<file path="config.mk">
export PLATFORM = sky130hd
export DESIGN_NAME = acc_shift_i
export DESIGN_NICKNAME = d
export VERILOG_FILES = /design/src/rtl/acc_shift_pkg.sv /design/src/rtl/acc_shift_i_minor_cycle_counter.sv /design/src/rtl/acc_shift_i.sv
export SDC_FILE = /design/constraint.sdc
export NUM_CORES = 1
export LEC_CHECK = 0
export CORE_MARGIN = 4
export CORE_UTILIZATION = 50
export DETAILED_ROUTE_END_ITERATION = 10
export PLACE_DENSITY = 0.83
export REMOVE_ABC_BUFFERS = 1
export SLEW_MARGIN = 30
export SYNTH_ARGS = -nofsm -noshare
export SYNTH_HDL_FRONTEND = slang
export SYNTH_HIERARCHICAL = 1
export SYNTH_SLANG_ARGS = --single-unit
</file>
<file path="constraint.sdc">
create_clock -name clk -period 2.1 [get_ports clk]
set_input_delay 0.315 -clock clk [delete_from_list [all_inputs] [get_ports clk]]
set_output_delay 0.315 -clock clk [all_outputs]
set_load 0.03 [all_outputs]
</file>
<file path="src/rtl/acc_shift_pkg.sv">
// -----------------------------------------------------------------------------
// acc_shift_pkg
// Shared constants and types for the Accumulator Shift Unit I slice.
//   X_HOLD / X_LEFT / X_RIGHT : gating EMF codes driven to ASU II
//                               (bit 0 = x1, bit 1 = x2, bit 2 = x3, bit 3 = x4)
//   state_t                   : order sequencing states
//   MINOR_CYCLE_DEFAULT       : digit positions per minor cycle (17 + guard)
//   SHIFT_W_DEFAULT           : width of the shift-count field
//   shift_code()              : gating code for a shift direction
// -----------------------------------------------------------------------------
package acc_shift_pkg;

    localparam int MINOR_CYCLE_DEFAULT = 18;
    localparam int SHIFT_W_DEFAULT     = 5;

    // 2-digit path: accumulator recirculates unshifted.
    localparam logic [3:0] X_HOLD  = 4'b1001;
    // 3-digit path: one place left (x2) per minor cycle.
    localparam logic [3:0] X_LEFT  = 4'b1010;
    // 1-digit path: one place right (/2) per minor cycle.
    localparam logic [3:0] X_RIGHT = 4'b0101;

    typedef enum logic [1:0] {
        IDLE   = 2'd0,
        ARMED  = 2'd1,
        SHIFT  = 2'd2,
        FINISH = 2'd3
    } state_t;

    // dir = 0 : left shift, dir = 1 : right shift
    function automatic logic [3:0] shift_code(input logic dir);
        return dir ? X_RIGHT : X_LEFT;
    endfunction

endpackage

</file>
<file path="src/rtl/acc_shift_i_minor_cycle_counter.sv">
// -----------------------------------------------------------------------------
// acc_shift_i_minor_cycle_counter
// Tracks the digit position within the minor cycle and keeps it aligned to the
// machine's minor-cycle timing pulse.
// Ports:
//   clk           in   digit clock
//   rst           in   synchronous active-high reset
//   i_minor_start in   timing pulse, high during digit position 0
//   o_boundary    out  high in the cycle whose closing edge is a minor-cycle
//                      boundary (last digit position, or a resync)
//   o_sync_err    out  one-cycle pulse after the timing pulse disagreed with
//                      the internal digit position
// -----------------------------------------------------------------------------
module acc_shift_i_minor_cycle_counter
    import acc_shift_pkg::*;
#(
    parameter int MINOR_CYCLE = MINOR_CYCLE_DEFAULT,
    parameter int DW          = $clog2(MINOR_CYCLE)
) (
    input  logic clk,
    input  logic rst,
    input  logic i_minor_start,
    output logic o_boundary,
    output logic o_sync_err
);

    logic [DW-1:0] r_digit_pos;
    logic          r_sync_err;
    logic          w_last;
    logic          w_resync;

    assign w_last   = (r_digit_pos == DW'(MINOR_CYCLE - 1));
    // The pulse marks digit 0, so the position that follows it is 1.
    assign w_resync = i_minor_start && (r_digit_pos != '0);

    always_ff @(posedge clk) begin
        if (rst) begin
            r_digit_pos <= '0;
            r_sync_err  <= 1'b0;
        end else begin
            r_sync_err <= w_resync;
            if (w_resync) begin
                r_digit_pos <= DW'(1);
            end else if (w_last) begin
                r_digit_pos <= '0;
            end else begin
                r_digit_pos <= r_digit_pos + 1'b1;
            end
        end
    end

    // A resync closes the current (partial) minor cycle just like a wrap does.
    assign o_boundary = w_last || w_resync;
    assign o_sync_err = r_sync_err;

endmodule

</file>
<file path="src/rtl/acc_shift_i.sv">
// -----------------------------------------------------------------------------
// acc_shift_i  --  Accumulator Shift Unit I
// Accepts a shift order and drives the gating EMFs x[3:0] that route the serial
// accumulator through the 1-, 2- or 3-digit delay path of ASU II, one place per
// minor cycle. x only changes on minor-cycle boundaries so each code is valid
// from digit 0.
// Ports:
//   clk, rst       digit clock, synchronous active-high reset
//   minor_start    timing pulse, high during digit position 0
//   order_valid    shift order present
//   order_ready    order accepted when high together with order_valid (IDLE)
//   order_dir      0 = left (x2 per place), 1 = right (/2 per place)
//   order_count    number of places
//   x              gating code: X_HOLD, X_LEFT or X_RIGHT
//   busy           order in progress
//   done           one-cycle pulse when an order completes
//   sync_err       one-cycle pulse on a timing-pulse disagreement
//   remaining_out  (only with ACC_SHIFT_I_STATUS_EN) minor cycles still to be
//                  shifted including the current one; 0 in IDLE and FINISH
// Build option: define ACC_SHIFT_I_STATUS_EN to add remaining_out.
// -----------------------------------------------------------------------------
module acc_shift_i
    import acc_shift_pkg::*;
#(
    parameter int MINOR_CYCLE = MINOR_CYCLE_DEFAULT,
    parameter int SHIFT_W     = SHIFT_W_DEFAULT
) (
    input  logic               clk,
    input  logic               rst,
    input  logic               minor_start,
    input  logic               order_valid,
    output logic               order_ready,
    input  logic               order_dir,
    input  logic [SHIFT_W-1:0] order_count,
    output logic [3:0]         x,
    output logic               busy,
    output logic               done,
`ifdef ACC_SHIFT_I_STATUS_EN
    output logic               sync_err,
    output logic [SHIFT_W-1:0] remaining_out
`else
    output logic               sync_err
`endif
);

    logic               w_boundary;

    state_t             r_state;
    state_t             w_state_next;
    logic               r_dir;
    logic               w_dir_next;
    logic [SHIFT_W-1:0] r_count;
    logic [SHIFT_W-1:0] w_count_next;
    logic [SHIFT_W-1:0] r_remaining;
    logic [SHIFT_W-1:0] w_remaining_next;
    logic [3:0]         r_x;
    logic [3:0]         w_x_next;

    acc_shift_i_minor_cycle_counter #(
        .MINOR_CYCLE (MINOR_CYCLE)
    ) u_mcc (
        .clk           (clk),
        .rst           (rst),
        .i_minor_start (minor_start),
        .o_boundary    (w_boundary),
        .o_sync_err    (sync_err)
    );

    always_ff @(posedge clk) begin
        if (rst) begin
            r_state     <= IDLE;
            r_dir       <= 1'b0;
            r_count     <= '0;
            r_remaining <= '0;
            r_x         <= X_HOLD;
        end else begin
            r_state     <= w_state_next;
            r_dir       <= w_dir_next;
            r_count     <= w_count_next;
            r_remaining <= w_remaining_next;
            r_x         <= w_x_next;
        end
    end

    always_comb begin
        w_state_next     = r_state;
        w_dir_next       = r_dir;
        w_count_next     = r_count;
        w_remaining_next = r_remaining;
        w_x_next         = r_x;
        case (r_state)
            IDLE: begin
                if (order_valid) begin
                    w_dir_next   = order_dir;
                    w_count_next = order_count;
                    // A zero-place order completes at once without waiting
                    // for a minor cycle.
                    w_state_next = (order_count == '0) ? FINISH : ARMED;
                end
            end
            ARMED: begin
                // Waiting for a whole minor cycle to start, never a partial one.
                if (w_boundary) begin
                    w_x_next         = shift_code(r_dir);
                    w_remaining_next = r_count;
                    w_state_next     = SHIFT;
                end
            end
            SHIFT: begin
                if (w_boundary) begin
                    if (r_remaining == SHIFT_W'(1)) begin
                        w_x_next         = X_HOLD;
                        w_remaining_next = '0;
                        w_state_next     = FINISH;
                    end else begin
                        w_remaining_next = r_remaining - 1'b1;
                    end
                end
            end
            FINISH: begin
                w_state_next = IDLE;
            end
            default: begin
                w_state_next = IDLE;
            end
        endcase
    end

    assign x           = r_x;
    assign order_ready = (r_state == IDLE);
    assign busy        = (r_state == ARMED) || (r_state == SHIFT);
    assign done        = (r_state == FINISH);

`ifdef ACC_SHIFT_I_STATUS_EN
    assign remaining_out = r_remaining;
`endif

endmodule

</file>
==> metrics.md, run 1 <==
| Metric | Value |
|---|---|
| Final max-slew violation count | 0 |
| Final Critical Period | 1966 ps |
| R2R Path Start | u_mcc/r_digit_pos[0] |
| WP buf/inv | 1 |
| Post-CTS Setup Inserts | 0 |
| TNS Setup | 0 ps |
| 1st-pass router iterations | 4 |
| Synth warn | 6 |
| Remaining Overflow, GRT | 0 |
| CP cell instances | inv_1, ha_1, nor4b_2, nand2b_1, nand2_2, and4b_1, a211oi_2, or3_1 |
| Routability cong. | 0.8349 |
| Placed cells | 186 |
| Endpoints failing hold | 0 |
| Worst slew pin tran | 511.0 ps |
| Dpl ws | 128.0 ps |
| Top_reg_cell synth | dfxtp_1 |
| Post-synth EDFFs | 0 |
| Highest-delay cell along the critical path | dfxtp_1 |
| Flop-to-flop setup slack | 130 ps |
| Unique masters post-synth | 44 |
| First-pass GRT wire length | 4395 µm |
| Synthesis-to-layout area growth | 19.17% |
| Worst-path clk slew | 140 ps |
| Skew final | 4.632 ps |
| IO Port Bufs | 17 |
| Fin worst setup slack | 133.8 ps |
| Final setup viols | 0 |
| I/O Pins | 18 |
| Status | completed |
| Share of layout cells above drive strength 1 | 11.11% |
| Final core utilization | 64.93% |
| DIE AREA | 3341 µm² |
| Cells after Synth | 144 |
| Cell row count | 17 |
| Die width | 57.80 µm |
| Post-Route WL | 2674 µm |
| CP Capture Type | flip-flop |
| Post-synth ARST share | 0% |
| Achievable frequency | 508.6 MHz |
| Root buf cell | clkbuf_4 |
| VDD IR-drop max | 746.5 µV |
| TritonCTS Sinks | 23 |
| Synthesized area | 1240 µm² |
| Setup CP Type | flip-flop to flip-flop |
| Seq/Total Area, Yosys | 37.13% |
| Htree depth | 1 |
| Core box area | 2276 µm² |
| Largest net degree at the start of global routing | 15 |
| Initial core utilization | 54.48% |
| Height of the die | 57.80 µm |
| Power per cell area | 931.3 nW/µm² |
| ANT cells | 0 |
| Endpoint, Worst Hold | r_count[3] |
| Syn Area/Cell | 8.611 µm² |
| Placed Area | 1443 µm² |
| Total CTS buffers | 3 |
| Drc violations | 0 |
| Hold depth | 2 |
| Via-per-instance ratio | 5.911 |
| Final non-filler cell area | 1478 µm² |
| R2R depth | 8 |
| Top cell family by delay on the critical path | simple AND/OR/NAND/NOR gates |
| Clk buf depth | 2 |
| Hold_sp | r_count[3] |
| Non-filler cells in the finished layout | 190 |
| Wire length per cell | 14.07 µm |
| CP max FO | 8 |
| FF+latch count, synth | 23 |
| GRT Total Usage | 16.44% |
| MaxCap Viol Count | 0 |
| Final-stage net count | 182 |
| Leakage | 0.5683 nW |
| Clock Latency Late Sink | 320 ps |
| Slew headroom | 65.45% |
| Initial DRC count | 20 |
| Period utilization | 93.63% |
| Startpoint types | flip-flop |
| Critical path's largest stage delay | 410 ps |
| ANT nets after route | 0 |
| CTS tree | built |
| Initial antenna violation count | 0 |
| R2r endpoint | x[3] |
| Vias | 1123 |
| HP Class | flip-flop to flip-flop |
| WP data arrival | 2180 ps |
| Hold buffers post-CTS | 0 |
| Worst Path Required | 2320 ps |
| DPL Wire Length | 2057 µm |
| Vias in the first global route | 997 |
==> sequential cells by signal (all words and copies together), names as in the netlist <==
register,cells
r_remaining,5
r_state,2
u_mcc/r_digit_pos,5
u_mcc/o_sync_err,1
r_count,5
x,4
r_dir,1
==> how the worst max path moves through the flow <==
| stage | startpoint | to | slack, ps | cells past startpoint |
|---|---|---|---|---|
| 6_report | u_mcc/r_digit_pos[0] | x[3] | 130 | 8 |
| 5_1_grt | u_mcc/r_digit_pos[0] | x[3] | -10 | 8 |
| 4_1_cts | u_mcc/r_digit_pos[0] | x[3] | 110 | 8 |
| 3_5_place_dp | u_mcc/r_digit_pos[0] | x[3] | 130 | 8 |
| 3_3_place_gp | u_mcc/r_digit_pos[0] | r_remaining[1] | 210 | 9 |
| 2_1_floorplan | r_state[0] | x[0] | 210 | 5 |
==> layout make-up <==
| class | count | area (µm²) |
|---|---|---|
| well taps | 28 | 35.03 |
| repair buffers | 21 | 198.9 |
| fillers | 181 | 798.3 |
| clock inverters | 1 | 7.507 |
| flip-flops and latches | 23 | 460.4 |
| inverters | 12 | 45.04 |
| clock buffers | 3 | 22.52 |
| multi-input cells | 102 | 708.2 |
==> cell families after synthesis <==
group	synth area share (%)
AO/OA/AOI/OAI	17.15
AND/OR/NAND/NOR	28.25
buffers and inverters	6.256
adder cells (fa/ha/maj)	9.082
XOR/XNOR	2.119
flip-flops	37.13
==> cells in the mapped netlist (2+ instances only) <==
library cell | number | area, µm²
nor3_1 | 3 | 15.01
a31oi_1 | 3 | 18.77
inv_1 | 12 | 45.04
or3_1 | 2 | 12.51
nand2_1 | 10 | 37.54
clkbuf_1 | 4 | 15.01
nor2_1 | 12 | 45.04
ha_1 | 9 | 112.6
xor2_1 | 2 | 17.52
a21oi_1 | 11 | 55.05
nand2b_1 | 5 | 31.28
dfxtp_1 | 23 | 460.4
nor2b_1 | 4 | 25.02
a211oi_2 | 2 | 25.02
buf_2 | 2 | 10.01
o32ai_1 | 2 | 17.52
nand3_1 | 10 | 50.05
and4b_1 | 2 | 20.02
==> layer usage <==
metal / vias to the layer above / track usage (%) / share of wire, %
li1: 548 / - / -
met1: 548 / 21.17 / 44
met2: 25 / 28.06 / 50
met3: 2 / 4.677 / 4.9
met4: 0 / 1.987 / 0.60
met5: - / 0 / 0
==> report_power, final <==
part           leakage [nW]  internal (mW)  switching (mW)  total (mW)
sequential            0.188          0.496          0.0562       0.553
combinational         0.367          0.265           0.342       0.606
clock                0.0139         0.0728           0.144       0.217
total                 0.568          0.834           0.542        1.38
==> placed cells by master (no fill, tap or decap), types with 2 or more instances in the layout <==
| cell type | Yosys | routed |
|---|---|---|
| a211oi_2 | 2 | 2 |
| a21oi_1 | 11 | 11 |
| a31oi_1 | 3 | 3 |
| and4b_1 | 2 | 2 |
| buf_4 | 1 | 4 |
| clkbuf_4 | 0 | 3 |
| clkdlybuf4s50_1 | 0 | 16 |
| dfxtp_1 | 23 | 23 |
| ha_1 | 9 | 9 |
| inv_1 | 12 | 12 |
| nand2_1 | 10 | 9 |
| nand2b_1 | 5 | 5 |
| nand3_1 | 10 | 10 |
| nor2_1 | 12 | 12 |
| nor2b_1 | 4 | 4 |
| nor3_1 | 3 | 3 |
| o32ai_1 | 2 | 2 |
| or3_1 | 2 | 2 |
| xor2_1 | 2 | 2 |
==> worst min-delay path, cell delays in order (launching register included) <==
cell     delay (ps)
dfxtp_1         340
nand2_1          50
a21oi_1          50
==> stage by stage <==
step | hold WS (ps) | total power, mW
after floorplan | 384.1 | 0.9704
after global placement | 449.2 | 1.142
after detailed placement | 453.5 | 1.165
after CTS | 472.4 | 1.371
after global routing | 510.9 | 1.471
final | 471.4 | 1.376
==> what timing repair did <==
action / 4_1_cts / 5_1_grt
resized for setup: 1 / 2
endpoints found under the hold margin: 0 / 0
endpoints found under the setup margin: 1 / 5
Power figures use the tool's default switching activity.
==> run 2: changes to the inputs <==
Settings changed: CORE_MARGIN 4 to 5.
==> metrics.md, run 2 (synthesized netlist as in run 1, its figures left out) <==
| Metric | Value |
|---|---|
| CP max FO | 6 (was 8) |
| ANT nets after route | 0 (unchanged) |
| ANT cells | 0 (unchanged) |
| HP Class | flip-flop to flip-flop (unchanged) |
| Setup CP Type | flip-flop to output pin (was flip-flop to flip-flop) |
| GRT Total Usage | 16.89% (was 16.44%) |
| CP startpoint | r_state[1] (was u_mcc/r_digit_pos[0]) |
| Startpoint types | flip-flop (unchanged) |
| Worst-path clk slew | 130 ps (was 140 ps) |
| Most common cell after layout, fill and taps aside | dfxtp_1 (unchanged) |
| Htree depth | 1 (unchanged) |
| Most frequent cells in the layout | 23 x dfxtp_1, 16 x clkdlybuf4s50_1, 12 x inv_1, 12 x nor2_1, 11 x a21oi_1 (unchanged) |
| Die width | 59.80 µm (was 57.80 µm) |
| Routability cong. | 0.8197 (was 0.8349) |
| I/O Pins | 18 (unchanged) |
| MaxCap Viol Count | 0 (unchanged) |
| Fill count | 216 (was 181) |
| Skew final | 3.709 ps (was 4.632 ps) |
| Endpoints failing hold | 0 (unchanged) |
| Vias | 1074 (was 1123) |
| TNS Setup | 0 ps (unchanged) |
| Initial antenna violation count | 0 (unchanged) |
| Hold buffers post-CTS | 0 (unchanged) |
| R2R Path Start | u_mcc/r_digit_pos[0] (unchanged) |
| Height of the die | 59.80 µm (was 57.80 µm) |
| Synthesis-to-layout area growth | 19.37% (was 19.17%) |
| DIE AREA | 3576 µm² (was 3341 µm²) |
| TritonCTS Sinks | 23 (unchanged) |
| Period utilization | 94.58% (was 93.63%) |
| CTS tree | built (unchanged) |
| Power per cell area | 928.8 nW/µm² (was 931.3 nW/µm²) |
| Final Critical Period | 1986 ps (was 1966 ps) |
| R2r endpoint | x[3] (unchanged) |
| IO Port Bufs | 17 (unchanged) |
| Clk buf depth | 2 (unchanged) |
| Vias in the first global route | 1008 (was 997) |
| Flop-to-flop setup slack | 140 ps (was 130 ps) |
| Placed cells | 188 (was 186) |
| Post-Route WL | 2664 µm (was 2674 µm) |
| Final max-slew violation count | 0 (unchanged) |
| RSZ-0062 raised after global routing | false |
| 1st-pass router iterations | 4 (unchanged) |
| Share of layout cells above drive strength 1 | 11.11% (unchanged) |
| Post-CTS Setup Inserts | 0 (unchanged) |
| Worst slew pin tran | 522.7 ps (was 511.0 ps) |
| VDD IR-drop max | 689.2 µV (was 746.5 µV) |
| Leakage | 0.5683 nW (unchanged) |
| Achievable frequency | 503.5 MHz (was 508.6 MHz) |
| Largest regs | r_count (5), r_remaining (5), u_mcc/r_digit_pos (5) (unchanged) |
| Root buf cell | clkbuf_4 (unchanged) |
| Clock Latency Late Sink | 320 ps (about the same) |
| First-pass GRT wire length | 4616 µm (was 4395 µm) |
| WP data arrival | 1670 ps (was 2180 ps) |
| Slew headroom | 64.66% (was 65.45%) |
| Initial core utilization | 50.98% (was 54.48%) |
| Initial DRC count | 46 (was 20) |
| DPL Wire Length | 2066 µm (was 2057 µm) |
| Non-filler cells in the finished layout | 192 (was 190) |
| Core box area | 2432 µm² (was 2276 µm²) |
| Hold_sp | r_count[3] (unchanged) |
| CP Capture Type | output pin (was flip-flop) |
| Drc violations | 0 (unchanged) |
| Largest net degree at the start of global routing | 15 (unchanged) |
| R2R depth | 8 (unchanged) |
| Critical path endpoint | order_ready (was x[3]) |
| Via-per-instance ratio | 5.594 (was 5.911) |
| Wire length per cell | 13.88 µm (was 14.07 µm) |
| Total CTS buffers | 3 (unchanged) |
| Status | completed (unchanged) |
| Cell row count | 18 (was 17) |
| Final setup viols | 0 (unchanged) |
| Worst Path Required | 1780 ps (was 2320 ps) |
| Remaining Overflow, GRT | 0 (unchanged) |
| Final-stage net count | 182 (unchanged) |
[run 2: final cells by class]
type                            count  area (µm²)  area share [%]
Clock buffer                        3       22.52           1.522
Clock inverter                      1       7.507          0.5072
Inverter                           12       45.04           3.043
Multi-Input combinational cell    102       708.2           47.84
Sequential cell                    23       460.4           31.11
Tap cell                           30       37.54           2.536
Timing Repair Buffer               21       198.9           13.44
[run 2: what timing repair did]
action                     CTS  global route
setup endpoints to repair    1             6
hold endpoints to repair     0             0
gates resized for setup      1             2
[run 2: how the worst min path moves through the flow]
| stage | endpoint | slack [ps] | cells after the start |
|---|---|---|---|
| final | r_count[3] | 470 | 2 |
| after CTS | r_count[3] | 470 | 2 |
| after global routing | r_count[3] | 510 | 2 |
| after detailed placement | r_count[3] | 450 | 2 |
| after global placement | r_count[3] | 450 | 2 |
| after floorplan | r_count[0] | 380 | 1 |
[run 2: power by group]
group | switching [mW] | leakage (nW) | internal [mW]
Clock | 0.145 | 0.0139 | 0.0730
Sequential | 0.0559 | 0.188 | 0.496
Combinational | 0.340 | 0.367 | 0.264
Total | 0.541 | 0.568 | 0.834
[run 2: per-layer routing]
layer | share of wire (%) | GRT usage [%] | routed length (µm)
met3 | 4.8 | 3.888 | 128
met5 | 0 | 0 | 0
met2 | 49 | 28.09 | 1298
met1 | 46 | 21.71 | 1222
met4 | 0.53 | 4.747 | 14
[run 2: stage by stage]
step	hold WS [ps]	setup slack [ps]	total power [mW]	utilization, %	cell area [µm²]
after floorplan	384.1	206.5	0.9704	-	1207
after global placement	450.3	204.3	1.143	59.41	1445
after detailed placement	450.8	109.1	1.168	59.41	1445
after CTS	469.4	84.14	1.380	60.60	1474
after global routing	511.5	0.9885	1.478	60.85	1480
final	470.0	113.9	1.375	60.85	1480
[run 2: critical path, stage by stage, from the launching register on]
cell	delay [ps]
dfxtp_1	440
inv_1	100
ha_1	200
clkdlybuf4s50_1	600
==> run 3: changes to the inputs <==
Settings changed: CORE_UTILIZATION 50 to 48, PLACE_DENSITY 0.83 to 0.84.
Clock period 2.1 ns to 1.8 ns, I/O delays scaled along.
==> metrics.md, run 3 (synthesized netlist as in run 1, its figures left out) <==
| Metric | Value |
|---|---|
| Die width | 60.83 µm (was 59.80 µm) |
| Sequential fraction of design power | 36.3% (was 40.2%) |
| Skew final | 3.323 ps (was 3.709 ps) |
| MaxCap Viol Count | 0 (unchanged) |
| Worst Path Required | 2030 ps (was 1780 ps) |
| CP max FO | 5 (was 6) |
| Fin worst setup slack | -9.249 ps (was 113.9 ps) |
| Final non-filler cell area | 1639 µm² (was 1480 µm²) |
| CP Capture Type | flip-flop (was output pin) |
| Remaining Overflow, GRT | 0 (unchanged) |
| Root buf cell | clkbuf_4 (unchanged) |
| Core box area | 2477 µm² (was 2432 µm²) |
| Drc violations | 0 (unchanged) |
| Synthesis-to-layout area growth | 32.19% (was 19.37%) |
| Design Power | 1.760 mW (was 1.375 mW) |
| Leakage | 0.6492 nW (was 0.5683 nW) |
| TNS Setup | -9.249 ps (was 0 ps) |
| Achievable frequency | 552.7 MHz |
| Hold Worst Slack | 474.3 ps (was 470.0 ps) |
| Via-per-instance ratio | 5.807 (was 5.594) |
| CP cell instances | inv_2, ha_4, nor4b_4, nand2b_4, nand2_4, buf_6, o221a_4, a2111oi_4 (was inv_1, ha_1, clkdlybuf4s50_1) |
| Most frequent cells in the layout | 21 x dfxtp_1, 14 x clkdlybuf4s50_1, 13 x buf_4, 12 x nor2_1, 11 x a21oi_1 (was 23 x dfxtp_1, 16 x clkdlybuf4s50_1, 12 x inv_1, 12 x nor2_1, 11 x a21oi_1) |
| Worst-path clk slew | 140 ps (was 130 ps) |
| I/O Pins | 18 (unchanged) |
| Placed cells | 194 (was 188) |
| Failing checks | negative setup slack |
| Cell row count | 18 (unchanged) |
| Final Critical Period | 1809 ps |
| Routability cong. | 0.8295 (was 0.8197) |
| DIE AREA | 3700 µm² (was 3576 µm²) |
| Final core utilization | 66.16% (was 60.85%) |
| Logic pwr share | 49.6% (was 43.9%) |
| Initial core utilization | 50.05% (was 50.98%) |
| TritonCTS Sinks | 23 (unchanged) |
| Slew headroom | 65.86% (was 64.66%) |
| Startpoint types | flip-flop (unchanged) |
| 1st-pass router iterations | 5 (was 4) |
| Worst slew pin tran | 505.0 ps (was 522.7 ps) |
| Top cell family by delay on the critical path | compound AO/OA/AOI/OAI gates (was buffers and inverters) |
| GRT Total Usage | 16.24% (was 16.89%) |
| RSZ-0062 raised after global routing | true (was false) |
| Initial DRC count | 40 (was 46) |
| CTS tree | built (unchanged) |
| VDD IR-drop max | 713.2 µV (was 689.2 µV) |
| Most common cell after layout, fill and taps aside | dfxtp_1 (unchanged) |
| Vias in the first global route | 1121 (was 1008) |
| WP data arrival | 2030 ps (was 1670 ps) |
| Final max-slew violation count | 0 (unchanged) |
| Endpoints failing hold | 0 (unchanged) |
| Status | complete, but fails checks (was completed) |
| Height of the die | 60.83 µm (was 59.80 µm) |
| WP buf/inv | 2 (unchanged) |
| First-pass GRT wire length | 4657 µm (was 4616 µm) |
| Placed Area | 1488 µm² (was 1445 µm²) |
| Wire length per cell | 15.36 µm (was 13.88 µm) |
| ANT cells | 0 (unchanged) |
| Switching Fraction | 39.97% (was 39.37%) |
| Setup CP Type | flip-flop to flip-flop (was flip-flop to output pin) |
| Critical path's largest stage delay | 350 ps (was 600 ps) |
| Final setup viols | 1 (was 0) |
| Htree depth | 1 (unchanged) |
| Post-Route WL | 3102 µm (was 2664 µm) |
| IO Port Bufs | 17 (unchanged) |
| Largest regs | r_count (5), r_remaining (5), u_mcc/r_digit_pos (5) (unchanged) |
| Psw | 0.7033 mW (was 0.5412 mW) |
| Largest net degree at the start of global routing | 14 (was 15) |
| Highest-delay cell along the critical path | dfxtp_2 (was clkdlybuf4s50_1) |
| Non-filler cells in the finished layout | 202 (was 192) |
| Final-stage net count | 192 (was 182) |
| HP Class | flip-flop to flip-flop (unchanged) |
| DPL Wire Length | 2112 µm (was 2066 µm) |
| P_int | 1.056 mW (was 0.8336 mW) |
| Clk buf depth | 2 (unchanged) |
| Dpl ws | -152.9 ps (was 109.1 ps) |
| Vias | 1173 (was 1074) |
| Initial antenna violation count | 0 (unchanged) |
| Period utilization | 100.5% |
| ANT nets after route | 0 (unchanged) |
| Clock Latency Late Sink | 310 ps (was 320 ps) |
| Power per cell area | 1074 nW/µm² (was 928.8 nW/µm²) |
| Share of layout cells above drive strength 1 | 23.26% (was 11.11%) |
| Clock Power Share | 14.1% (was 15.9%) |
| Total CTS buffers | 3 (unchanged) |
==> run 3: cell count changes in the layout (fill, tap and decap cells not counted), sizes merged <==
cell           change
clkbuf             +1
clkinv             +1
clkdlybuf4s50      -2
clkinvlp           -1
buf               +11
==> run 3: power groups by stage <==
stage,Clock (mW),Combinational [mW],Sequential [mW]
3_3_place_gp,0,0.705,0.640
4_1_cts,0.253,0.764,0.632
6_report,0.248,0.872,0.639
5_1_grt,0.278,0.942,0.648
3_5_place_dp,0,0.730,0.643
2_1_floorplan,0,0.478,0.654
==> run 3: path summary, 6_finish.rpt <==
kind / start / to / slack (ps) / cells after the start
hold / removal: r_count[4] / r_count[4] / 470 / 2
setup / recovery: u_mcc/r_digit_pos[0] / r_state[1] / -9 / 8
setup reg to reg: u_mcc/r_digit_pos[0] / r_state[1] / -9 / 8
hold reg to reg: r_count[4] / r_count[4] / 470 / 2
==> run 3: worst min-delay path: stages (launching register included) <==
cell     delay (ps)
dfxtp_1         340
nand2_1          50
a21oi_1          50
==> run 3: timing repair <==
action,4_1_cts,5_1_grt
buffers inserted,2,2
gates resized for setup,9,14
setup endpoints to repair,8,7
pin swaps,0,2
hold buffers,0,0
==> run 3: layout make-up <==
type	count	area [µm²]
inverters	12	45.04
multi-input cells	102	792.0
clock buffers	3	22.52
fillers	200	838.3
clock inverters	1	5.005
well taps	30	37.54
flip-flops and latches	23	462.9
repair buffers	31	274.0
==> run 3: per-layer routing <==
| metal | share of wire (%) | routed length [µm] | GRT usage (%) |
|---|---|---|---|
| met2 | 49 | 1524 | 29.16 |
| met5 | 0 | 0 | 0 |
| met3 | 7.1 | 219 | 2.766 |
| met4 | 2.5 | 76 | 4.334 |
| met1 | 41 | 1281 | 19.90 |
